File: src/rtl/wheel_motor_driver_pkg.sv
// Shared definitions for the wheel motor driver: channel FSM encoding and
// helpers that derive frame geometry and counter widths from the parameters.
package wheel_motor_driver_pkg;

    typedef enum logic {
        DRIVE = 1'b0,
        DEAD  = 1'b1
    } chan_state_t;

    // Number of duty steps in one frame: largest positive command magnitude.
    function automatic int steps_of(input int width_cmd);
        return (1 << (width_cmd - 1)) - 1;
    endfunction

    // Frame length in clocks.
    function automatic int frame_of(input int width_cmd, input int prescale);
        return steps_of(width_cmd) * prescale;
    endfunction

    // Bits needed to count 0..n-1 (never less than one bit).
    function automatic int cnt_width(input int n);
        return (n <= 2) ? 1 : $clog2(n);
    endfunction

endpackage

File: src/rtl/wheel_motor_driver_if.sv
// Bundle between the controller and the motor driver.
// Commands and enable are plain levels (no valid/ready): the driver samples
// the wheel commands only at frame boundaries and reacts to enable every clock.
// state_left/state_right expose the per-wheel FSM state for observation.
interface wheel_motor_driver_if
    import wheel_motor_driver_pkg::*;
#(
    parameter int WIDTH_CMD = 4
);
    logic                 enable;
    logic [WIDTH_CMD-1:0] wheel_left;
    logic [WIDTH_CMD-1:0] wheel_right;
    logic                 pwm_left;
    logic                 pwm_right;
    logic                 dir_left;
    logic                 dir_right;
    logic                 frame_start;
    chan_state_t          state_left;
    chan_state_t          state_right;

    modport master (
        output enable, wheel_left, wheel_right,
        input  pwm_left, pwm_right, dir_left, dir_right, frame_start,
        input  state_left, state_right
    );

    modport slave (
        input  enable, wheel_left, wheel_right,
        output pwm_left, pwm_right, dir_left, dir_right, frame_start,
        output state_left, state_right
    );
endinterface

File: src/rtl/wheel_motor_driver_channel.sv
// One wheel: samples the signed command at frame boundaries, saturates its
// magnitude, inserts dead frames on direction reversal, and compares the
// latched duty against the shared step counter to produce PWM.
module wheel_pwm_channel
    import wheel_motor_driver_pkg::*;
#(
    parameter int WIDTH_CMD       = 4,
    parameter int DEADTIME_FRAMES = 1
) (
    input  logic                 clk,
    input  logic                 reset,
    input  logic                 enable,
    input  logic                 sample,
    input  logic [WIDTH_CMD-2:0] step,
    input  logic [WIDTH_CMD-1:0] cmd,
    output logic                 pwm,
    output logic                 dir,
    output chan_state_t          state
);
    localparam int MW = WIDTH_CMD - 1;
    localparam int DW = cnt_width(DEADTIME_FRAMES + 1);
    localparam logic [MW-1:0]        MAG_MAX  = {MW{1'b1}};
    localparam logic [WIDTH_CMD-1:0] MOST_NEG = {1'b1, {MW{1'b0}}};

    logic                 cmd_neg;
    logic [WIDTH_CMD-1:0] cmd_negated;
    logic [MW-1:0]        cmd_mag;
    logic                 opposes;
    logic [MW-1:0]        mag_q;
    logic [DW-1:0]        dead_cnt;

    // Magnitude of the live command (most-negative code saturates) and
    // whether it asks for the opposite direction.
    always_comb begin
        cmd_neg     = cmd[WIDTH_CMD-1];
        cmd_negated = -cmd;
        if (cmd == MOST_NEG) begin
            cmd_mag = MAG_MAX;
        end else if (cmd_neg) begin
            cmd_mag = cmd_negated[MW-1:0];
        end else begin
            cmd_mag = cmd[MW-1:0];
        end
        opposes = (cmd_mag != '0) && (cmd_neg != dir);
    end

    // Channel FSM with registered pwm/dir. On a sample edge the step counter
    // is 0, so "new duty nonzero" is the first-cycle compare.
    always_ff @(posedge clk or negedge reset) begin
        if (!reset) begin
            state    <= DRIVE;
            dir      <= 1'b0;
            pwm      <= 1'b0;
            mag_q    <= '0;
            dead_cnt <= '0;
        end else if (sample) begin
            case (state)
                DRIVE: begin
                    if (opposes) begin
                        state    <= DEAD;
                        dead_cnt <= DW'(DEADTIME_FRAMES);
                        mag_q    <= '0;
                        pwm      <= 1'b0;
                    end else begin
                        mag_q <= cmd_mag;
                        pwm   <= enable && (cmd_mag != '0);
                    end
                end
                DEAD: begin
                    if (dead_cnt <= DW'(1)) begin
                        dead_cnt <= '0;
                        state    <= DRIVE;
                        if (opposes) begin
                            dir <= ~dir;
                        end
                        mag_q <= cmd_mag;
                        pwm   <= enable && (cmd_mag != '0);
                    end else begin
                        dead_cnt <= dead_cnt - DW'(1);
                        pwm      <= 1'b0;
                    end
                end
                default: begin
                    state <= DRIVE;
                    pwm   <= 1'b0;
                end
            endcase
        end else begin
            pwm <= enable && (state == DRIVE) && (mag_q > step);
        end
    end

endmodule

File: src/rtl/wheel_motor_driver.sv
// Two-wheel PWM motor driver: shared prescale/step counters define the frame,
// and each wheel is handled by an independent wheel_pwm_channel.
module wheel_motor_driver
    import wheel_motor_driver_pkg::*;
#(
    parameter int WIDTH_CMD       = 4,
    parameter int PRESCALE        = 256,
    parameter int DEADTIME_FRAMES = 1
) (
    input logic                clk,
    input logic                reset,
    wheel_motor_driver_if.slave bus
);
    localparam int STEPS = steps_of(WIDTH_CMD);
    localparam int PW    = cnt_width(PRESCALE);
    localparam int SW    = WIDTH_CMD - 1;

    logic [PW-1:0] presc;
    logic [SW-1:0] step;
    logic          sample;
    logic          frame_start_q;

    assign sample          = (presc == '0) && (step == '0);
    assign bus.frame_start = frame_start_q;

    // Free-running frame counters and the registered frame-start pulse.
    always_ff @(posedge clk or negedge reset) begin
        if (!reset) begin
            presc         <= '0;
            step          <= '0;
            frame_start_q <= 1'b0;
        end else begin
            frame_start_q <= sample;
            if (presc == PW'(PRESCALE - 1)) begin
                presc <= '0;
                if (step == SW'(STEPS - 1)) begin
                    step <= '0;
                end else begin
                    step <= step + SW'(1);
                end
            end else begin
                presc <= presc + PW'(1);
            end
        end
    end

    wheel_pwm_channel #(
        .WIDTH_CMD       (WIDTH_CMD),
        .DEADTIME_FRAMES (DEADTIME_FRAMES)
    ) u_left (
        .clk    (clk),
        .reset  (reset),
        .enable (bus.enable),
        .sample (sample),
        .step   (step),
        .cmd    (bus.wheel_left),
        .pwm    (bus.pwm_left),
        .dir    (bus.dir_left),
        .state  (bus.state_left)
    );

    wheel_pwm_channel #(
        .WIDTH_CMD       (WIDTH_CMD),
        .DEADTIME_FRAMES (DEADTIME_FRAMES)
    ) u_right (
        .clk    (clk),
        .reset  (reset),
        .enable (bus.enable),
        .sample (sample),
        .step   (step),
        .cmd    (bus.wheel_right),
        .pwm    (bus.pwm_right),
        .dir    (bus.dir_right),
        .state  (bus.state_right)
    );

endmodule

File: src/flat_wrapper.sv
// flat-port wrapper written by rule: the top's interface ports become plain ports
module wheel_motor_driver_flat import wheel_motor_driver_pkg::*;
#(
    parameter int WIDTH_CMD       = 4,
    parameter int PRESCALE        = 256,
    parameter int DEADTIME_FRAMES = 1
)
  (clk, reset, bus_enable, bus_wheel_left, bus_wheel_right, bus_pwm_left, bus_pwm_right, bus_dir_left, bus_dir_right, bus_frame_start, bus_state_left, bus_state_right);
  wheel_motor_driver_if #(.WIDTH_CMD(WIDTH_CMD)) bus_i ();
  input logic clk;
  input logic reset;
  input wire logic [$bits(bus_i.enable)-1:0] bus_enable;
  input wire logic [$bits(bus_i.wheel_left)-1:0] bus_wheel_left;
  input wire logic [$bits(bus_i.wheel_right)-1:0] bus_wheel_right;
  output wire logic [$bits(bus_i.pwm_left)-1:0] bus_pwm_left;
  output wire logic [$bits(bus_i.pwm_right)-1:0] bus_pwm_right;
  output wire logic [$bits(bus_i.dir_left)-1:0] bus_dir_left;
  output wire logic [$bits(bus_i.dir_right)-1:0] bus_dir_right;
  output wire logic [$bits(bus_i.frame_start)-1:0] bus_frame_start;
  output wire logic [$bits(bus_i.state_left)-1:0] bus_state_left;
  output wire logic [$bits(bus_i.state_right)-1:0] bus_state_right;
  assign bus_i.enable = bus_enable;
  assign bus_i.wheel_left = bus_wheel_left;
  assign bus_i.wheel_right = bus_wheel_right;
  assign bus_pwm_left = bus_i.pwm_left;
  assign bus_pwm_right = bus_i.pwm_right;
  assign bus_dir_left = bus_i.dir_left;
  assign bus_dir_right = bus_i.dir_right;
  assign bus_frame_start = bus_i.frame_start;
  assign bus_state_left = bus_i.state_left;
  assign bus_state_right = bus_i.state_right;
  wheel_motor_driver #(.WIDTH_CMD(WIDTH_CMD), .PRESCALE(PRESCALE), .DEADTIME_FRAMES(DEADTIME_FRAMES)) u_core (.clk(clk), .reset(reset), .bus(bus_i));
endmodule
File: config.mk
export PLATFORM = sky130hd
export DESIGN_NAME = wheel_motor_driver_flat
export DESIGN_NICKNAME = d
export VERILOG_FILES = /design/src/rtl/wheel_motor_driver_pkg.sv /design/src/rtl/wheel_motor_driver_if.sv /design/src/rtl/wheel_motor_driver_channel.sv /design/src/rtl/wheel_motor_driver.sv /design/src/flat_wrapper.sv
export SDC_FILE = /design/constraint.sdc
export NUM_CORES = 1
export LEC_CHECK = 0
export BUFFER_PORTS_ARGS = -buffer_cell sky130_fd_sc_hd__buf_4
export CELL_PAD_IN_SITES_DETAIL_PLACEMENT = 1
export CELL_PAD_IN_SITES_GLOBAL_PLACEMENT = 1
export CORE_MARGIN = 10
export CORE_UTILIZATION = 44
export DETAILED_ROUTE_END_ITERATION = 16
export PLACE_DENSITY_LB_ADDON = 0.1
export SLEW_MARGIN = 20
export SYNTH_ARGS = -nofsm -noshare
export SYNTH_HDL_FRONTEND = slang
export SYNTH_SLANG_ARGS = --single-unit
export TNS_END_PERCENT = 1
File: constraint.sdc
create_clock -name clk -period 1.9 [get_ports clk]
set_input_delay 0.285 -clock clk [delete_from_list [all_inputs] [get_ports clk]]
set_output_delay 0.285 -clock clk [all_outputs]
set_load 0.005 [all_outputs]
# After elaboration in Yosys (flattened, before gate mapping)
# Cells that the tools add are included.
[totals] wordCells=88 out_inout_bits=7 inputBits=11 ff_bits=26
[classes] n_eq_ne=10 n_mux=32 addsub=6 n_bitwise=4 n_reduce_logical=19 order_cmp=4
[op_table] op="two-way mux 3 bit" n=9
[op_table] op="two-way mux 1 bit" n=14
[op_table] op="case mux 1 bit (2 select lines)" n=6
[op_table] op="case mux 3 bit (2 select lines)" n=2
[op_table] op="logical AND 1 bit" n=9
[op_table] op="adder 8 x 1 -> 8 bit, second input constant" n=1
[op_table] op="equality test 4 bit, second input constant" n=2
[op_table] op="equality test 8 bit, second input constant" n=1
[op_table] op="logical NOT 8 bit" n=1
[op_table] op="two-way mux 8 bit" n=1
[op_table] op="AND reduction 2 bit" n=4
[op_table] op="AND reduction 4 bit" n=2
[op_table] op="greater-than comparator 3 bit" n=2
[op_table] op="negation 3 bit" n=2
[op_table] op="nonzero test 3 bit" n=2
[op_table] op="!= test 2 x 1 -> 1 bit, second input constant" n=2
[op_table] op="!= test 2 bit, second input constant" n=2
[op_table] op="inverter 1 bit" n=4
[op_table] op="adder 3 x 1 -> 3 bit, second input constant" n=1
[op_table] op="equality test 3 bit, second input constant" n=1
[op_table] op="logical NOT 3 bit" n=1
[op_table] op="less-or-equal comparator 1 bit, second input constant" n=2
[op_table] op="!= test 1 bit" n=2
[op_table] op="subtractor 1 bit, second input constant" n=2

# Logic depth before layout (Yosys ltp)
# Gate-level depths: netlist of the first run.
[logic_depth] depth_word=8 depth_mapped=6

# Modules after synthesis
# A second synthesis of the first run with hierarchy kept.
[unflattened] cells_unflattened=139 hier_area_um2=1403.8
[modules_own_cells] mod="wheel_pwm_channel" area_each_um2=409.1 cells_each=44 instances=2
[modules_own_cells] mod="wheel_motor_driver" area_each_um2=585.6 cells_each=51 instances=1

# Worst setup path before layout of the first run
# No wires, ideal clock.
[synth_timing] path_kind="reg2reg" startpoint="reg u_core.step[0]" endpoint="reg u_core.u_right.dir" t_required_ps=1775 stages_incl_launch_ff=5 path_buffers=0 period_less_slack_ps=1632 t_arrival_ps=1508 path_slack_ps=268 cell_sequence="dfrtp_1 nor4_2 nand4b_4 nor3b_2 mux2_2"
[synth_via] elab_chain_cells=3
[synth_lines] element="from (decl)" line_no="wheel_motor_driver.sv:19" text="logic [SW-1:0] step;"
[synth_lines] element="from (signal assigned)" line_no="wheel_motor_driver.sv:39" text="step <= step + SW'(1);"
[synth_lines] element="logical NOT 3 bit" line_no="wheel_motor_driver.sv:23" text="assign sample = (presc == '0) && (step == '0);"
[synth_lines] element="logical AND 1 bit" line_no="wheel_motor_driver.sv:23"
[synth_lines] element="AND reduction 4 bit (no line)"
[synth_lines] element="to (signal assigned)" line_no="wheel_motor_driver_channel.sv:74" text="dir <= ~dir;"
[synth_lines] element="to (decl)" line_no="wheel_motor_driver_channel.sv:17" text="output logic dir,"
# No other way between the ends.
# A chain may end at the register's enable or synchronous reset.

# Worst setup path in the final report of the first run
[layout_timing] startpoint="reg u_core.presc[2]" endpoint="reg u_core.u_right.dir"
[layout_via] elab_chain_cells=3
[layout_lines] element="from (decl)" line_no="wheel_motor_driver.sv:18" text="logic [PW-1:0] presc;"
[layout_lines] element="from (signal assigned)" line_no="wheel_motor_driver.sv:42" text="presc <= presc + PW'(1);"
[layout_lines] element="logical NOT 8 bit" line_no="wheel_motor_driver.sv:23"
[layout_lines] element="logical AND 1 bit" line_no="wheel_motor_driver.sv:23"
[layout_lines] element="AND reduction 4 bit (no line)"
# No other way between the ends.

==> results.cfg, run 1 <==
[pwr]
ir_worst_vdd_v = 0.000265
power_density_mw_per_mm2 = 579
p_sw_share_pct = 25.2
p_comb_share_pct = 13.3
intPower_w = 0.000706
p_sw_w = 0.000237
clock_power_share_pct = 29.7
power_frac_seq_pct = 57.1
power_leakage_nw = 0.784

[clocking]
root_buffer = clkbuf_4
clk_pin_slew_ns = 0.13
cts-htree-levels = 1
cts.sinks = 24
cts_resized = 0
cts_buffer_depth = 2
insertion_delay_ns = 0.33
cts_buffers = 3
cts_tree = done

[placement]
numPortBuffers = 17
dp_slack_ns = 0.153
dp.cells = 197
dp_hpwl_um = 2420
place.gp.congestion = 0.745

[drt]
drtPass1Iterations = 4
postRouteAntennaNets = 0
routed_via_density = 5.27
drtIter0Drc = 21
route.vias.total = 1064
totalWireLength_um = 3020
wl_per_cell_um = 15.0
drc = 0

[floorplan]
initial_utilization_pct = 45.7
dieArea_sq_mm = 0.00582
std_cell_rows = 20
ios = 18
die_y_um = 76.3
die_x_um = 76.3
core_area_sq_mm = 0.00305

[final_layout]
antenna_cells = 0
drive_gt1_share_pct = 23.4
syn2layout_area_growth_pct = 16.9
nets = 180
fin_cells = 202

[synthesis]
ys_seq_area_share_pct = 43.1
synth.area.top_cells = dfrtp_1, ha_1, inv_1, mux2_2, nand2_1
ys_ff_latch = 24
synth-edff-count = 0
synth_area_leader_cell = dfrtp_1
synthFlopType = dfrtp_1
ys_warn_count = 0
synth_top_area_share_pct = 43.1
synth_nets = 157
async_flop_share_pct = 100
syn_avg_cell_area_sq_um = 10.2
netlist_instances = 136
synth.distinct_cells = 41
netlist_area_sq_mm = 0.00139

[timing]
rsz0062_at_grt = no
max_freq_mhz = 578
timing.final.ws_setup_ns = 0.171
fin_crit_sh_pct = 91.0
setup_viol_count_final = 0
finalCriticalPeriod_ns = 1.73
relSlewSlack_pct = 71.9
worst_pin_slew_ns = 0.418
finalSetupTns_ns = 0
skew_ns = 0.00236
hold_violations = 0
final_max_slew_viol_count = 0

[grt]
track_usage_pct = 10.9
grt_pass1_wl_um = 5400
grt_overflow = 0
grt_pass1_vias = 1187
grt_max_degree = 25
antenna_found_initial = 0

[min_path]
hold_start = bus_wheel_left[3]
min_path_cells = 2
hold_class = input pin to flip-flop
hold_end = u_core.u_left.dir

[job]
maxCapViolCount = 0

[setup_path]
worst-setup-path-type = flip-flop to flip-flop
rrSetupSlack_ns = 0.17
worst_ep_required_time_ns = 2.13
end_kind = flip-flop
cp.arrival_ns = 1.96
r2r-end = u_core.u_right.dir
reg2reg_depth = 4
critPathLaunchType = flip-flop
cp_max_fo = 6
r2r_start = u_core.presc[2]

[run_status]
status = finished, final reports clean
[kinds of logic (layout without fill, tap and decap cells)]
group	count (synthesis)	count (layout)	share of synthesized area, %
buffers and inverters	16	38	5.03
AO/OA/AOI/OAI	28	28	13.6
multiplexers	6	6	5.03
XOR/XNOR	7	7	4.40
AND/OR/NAND/NOR	45	45	19.9
adder cells (fa/ha/maj)	10	10	8.98
flip-flops	24	24	43.1
[flip-flops by register name, summed over array words and instances (netlist names)]
signal                  count
u_core.step                 3
u_core.u_right.mag_q        3
u_core.u_left.dir           1
u_core.u_left.pwm           1
u_core.u_right.state        1
u_core.bus.frame_start      1
u_core.u_right.pwm          1
u_core.u_left.mag_q         3
u_core.u_right.dir          1
u_core.u_left.state         1
u_core.presc                8
[per-stage QoR]
stage               util [%]  power (W)  cell area, sq um  hold slack (ns)
floorplan                  -   0.000616              1390          -0.0106
finish                  53.4   0.000944              1630            0.250
global placement        51.8   0.000667              1580            0.201
CTS                     53.4   0.000955              1630            0.248
global route            53.4    0.00100              1630            0.241
detailed placement      51.8   0.000675              1580            0.203
[cell type report]
cell class              instances  area, sq um
clock buffers                   4         36.3
repair buffers                 21          160
inverters                      13         53.8
multi-input cells              96          723
well taps                      44         55.1
flip-flops and latches         24          601
fillers                       374         1420
[worst max-delay path by stage]
stage,endpoint,slack (ns),start,depth (start not counted)
global placement,u_core.u_right.dir,0.21,u_core.presc[2],4
finish,u_core.u_right.dir,0.17,u_core.presc[2],4
global route,u_core.u_right.dir,0.07,u_core.presc[2],4
CTS,u_core.u_right.dir,0.15,u_core.presc[2],4
floorplan,u_core.u_right.dir,0.27,u_core.step[0],4
detailed placement,u_core.u_right.dir,0.15,u_core.presc[2],4
[worst max-delay path, cell delays in order, from the launching register on]
cell and delay (ns):
dfrtp_1 0.46, nor4_2 0.40, nand4b_4 0.21, nor3b_2 0.21, mux2_2 0.35
[synth_stat cells, drive strengths merged (2+ instances only)]
cell type and n:
nand3 3, ha 10, o21ai 5, inv 12, nor2b 5, xor2 3, a21oi 6, nand2b 2
o31ai 6, buf 2, dfrtp 24, xnor2 4, nand2 12, mux2 5, a31oi 2, o2111ai 3
and2 2, o21a 2, nor3 3, nor4 2, nor2 9
[cell usage in the layout (no fill, tap or decap), drive strengths merged, types with 4 or more instances in the layout]
master,n
a21oi,6
buf,20
clkbuf,4
dfrtp,24
ha,10
inv,12
mux2,5
nand2,12
nor2,9
nor2b,5
o21ai,5
o31ai,6
xnor2,4
[layer usage]
metal / GRT usage, % / wire length, um / up-vias
met5: 0 / 0 / -
met4: 4.46 / 50 / 0
met3: 2.71 / 110 / 5
met2: 18.7 / 1480 / 17
met1: 12.7 / 1380 / 518
li1: - / - / 524
[what timing repair did]
action	in CTS	in global routing
setup endpoints to repair	0	0
hold buffers	1	0
setup buffers	0	0
hold endpoints to repair	24	0
[power groups by stage]
stage | clock network (W) | logic, W | registers (W)
3_5_place_dp | 0 | 0.000126 | 0.000548
3_3_place_gp | 0 | 0.000120 | 0.000547
2_1_floorplan | 0 | 0.0000705 | 0.000546
5_1_grt | 0.000312 | 0.000145 | 0.000542
6_report | 0.000280 | 0.000125 | 0.000539
4_1_cts | 0.000288 | 0.000128 | 0.000539
(Power assumes the default switching activity.)
==> run 2, diff against run 1 <==
Settings changed: CELL_PAD_IN_SITES_DETAIL_PLACEMENT 1 to not set, CELL_PAD_IN_SITES_GLOBAL_PLACEMENT 1 to not set, CORE_UTILIZATION 44 to 47, CTS_CLUSTER_DIAMETER set to 120, PLACE_DENSITY set to 0.67, PLACE_DENSITY_LB_ADDON 0.1 to not set, SETUP_SLACK_MARGIN set to 0.3.
==> run 2 against run 1 <==
Net effect: via count down 1.0%; setup slack gained 0.11 ns; register-to-register slack improved by 0.11 ns; clock power is 2% lower; largest cell class unchanged.
==> results.cfg, run 2 (same netlist as run 1, synthesis figures left out) <==
[timing]
hold_violations = 0
worst_pin_slew_ns = 0.453
final_max_slew_viol_count = 0
setup_viol_count_final = 0
fin_crit_sh_pct = 85.4
finalCriticalPeriod_ns = 1.62
max_freq_mhz = 616
finalSetupTns_ns = 0
rsz0062_at_grt = yes
skew_ns = 0.0110
relSlewSlack_pct = 69.5

[min_path]
hold_class = input pin to flip-flop
hold_end = u_core.u_left.pwm
min_path_cells = 3
hold_start = bus_enable

[final_layout]
finish.utilization_pct = 58.8
design_area_sq_mm = 0.00165
layout_common_cells = buf_4, dfrtp_1, inv_1, nand2_1, ha_1
nets = 181
mostFrequentLayoutCell = buf_4
drive_gt1_share_pct = 26.4
top_register = u_core.presc
syn2layout_area_growth_pct = 18.3
largest_reg_flops = 8
antenna_cells = 0

[clocking]
root_buffer = clkbuf_4
cts-htree-levels = 1
cts_buffer_depth = 2
cts.sinks = 24
cts_buffers = 3
clk_pin_slew_ns = 0.14
insertion_delay_ns = 0.32
cts_tree = done

[grt]
grt_pass1_wl_um = 4830
grtUsageMet1_pct = 13.0
met2_usage_pct = 18.2
busiest_layer = met2
track_usage_pct = 10.9
met3_usage_pct = 3.06
antenna_found_initial = 0
grt_max_degree = 25
grt_pass1_vias = 1120
grt_overflow = 0

[floorplan]
core_area_sq_mm = 0.00281
initial_utilization_pct = 49.7
std_cell_rows = 19
die_x_um = 74.5
die_y_um = 74.5
ios = 18
dieArea_sq_mm = 0.00554

[drt]
totalWireLength_um = 2730
route.vias.total = 1053
routed_via_density = 5.54
drtPass1Iterations = 4
drtIter0Drc = 32
drc = 0
postRouteAntennaNets = 0
wl_per_cell_um = 14.3

[pwr]
power_leakage_nw = 0.790
power_density_mw_per_mm2 = 568
total_power_w = 0.000937
ir_worst_vdd_v = 0.000253

[placement]
numPortBuffers = 17
place.gp.congestion = 0.821
dp_hpwl_um = 2090
post_dp_cell_area_sq_mm = 0.00157

[setup_path]
slowest_stage = dfrtp_2
cp_max_fo = 6
r2r-end = u_core.u_right.dir
critPathLaunchType = flip-flop
slowest_delay_ns = 0.45
reg2reg_depth = 4
worst_ep_required_time_ns = 2.13
cp.arrival_ns = 1.85
worst-setup-path-type = flip-flop to flip-flop
r2r_start = u_core.presc[2]
rrSetupSlack_ns = 0.28
crit_chain = nor4_4 > nand4b_4 > nor3b_2 > mux2_2
end_kind = flip-flop

[job]
maxCapViolCount = 0

[run_status]
status = finished, final reports clean
[run 2: how the worst max path moves through the flow]
stage               cells past startpoint                  end         startpoint  slack [ns]
finish                                  4   u_core.u_right.dir    u_core.presc[2]        0.28
global placement                        7  u_core.u_left.state  bus_wheel_left[0]        0.24
global route                            4   u_core.u_right.dir    u_core.presc[7]        0.18
floorplan                               4   u_core.u_right.dir     u_core.step[0]        0.30
detailed placement                      7  u_core.u_left.state  bus_wheel_left[0]        0.16
CTS                                     4   u_core.u_right.dir    u_core.presc[2]        0.26
[run 2: per-stage QoR]
stage | hold WS [ns] | instances | setup slack, ns
final | 0.241 | 190 | 0.278
after global routing | 0.248 | 190 | 0.183
after CTS | 0.239 | 189 | 0.258
after detailed placement | 0.198 | 183 | 0.159
after global placement | 0.200 | 183 | 0.240
after floorplan | -0.0106 | 136 | 0.303
[run 2: layout make-up]
type / instances / area [sq um]
well taps: 31 / 38.8
inverters: 13 / 53.8
clock buffers: 4 / 36.3
fillers: 244 / 1160
flip-flops and latches: 24 / 606
multi-input cells: 96 / 747
repair buffers: 22 / 168
[run 2: critical path: cells and delay by family, from the launching register on]
family,cells,cell delay (ns)
simple gates,3,0.73
flops,1,0.45
mux,1,0.35
[run 2: metal layers]
layer / up-vias / wire length (um)
li1: 524 / -
met1: 506 / 1210
met2: 19 / 1360
met3: 4 / 130
met4: 0 / 29
met5: - / 0
[run 2: power breakdown]
group          leakage, nW  internal (W)  switching [W]
registers            0.302      0.000527      0.0000115
logic                0.467     0.0000616      0.0000620
clock network       0.0210      0.000117       0.000157
total                0.790      0.000706       0.000231
[run 2: what timing repair did]
action                                  4_1_cts  5_1_grt
pin swaps                                     1        1
endpoints found under the hold margin        24        0
setup buffers                                 1        1
hold buffers                                  1        0
resized for setup                             4        2
endpoints found under the setup margin        8       10
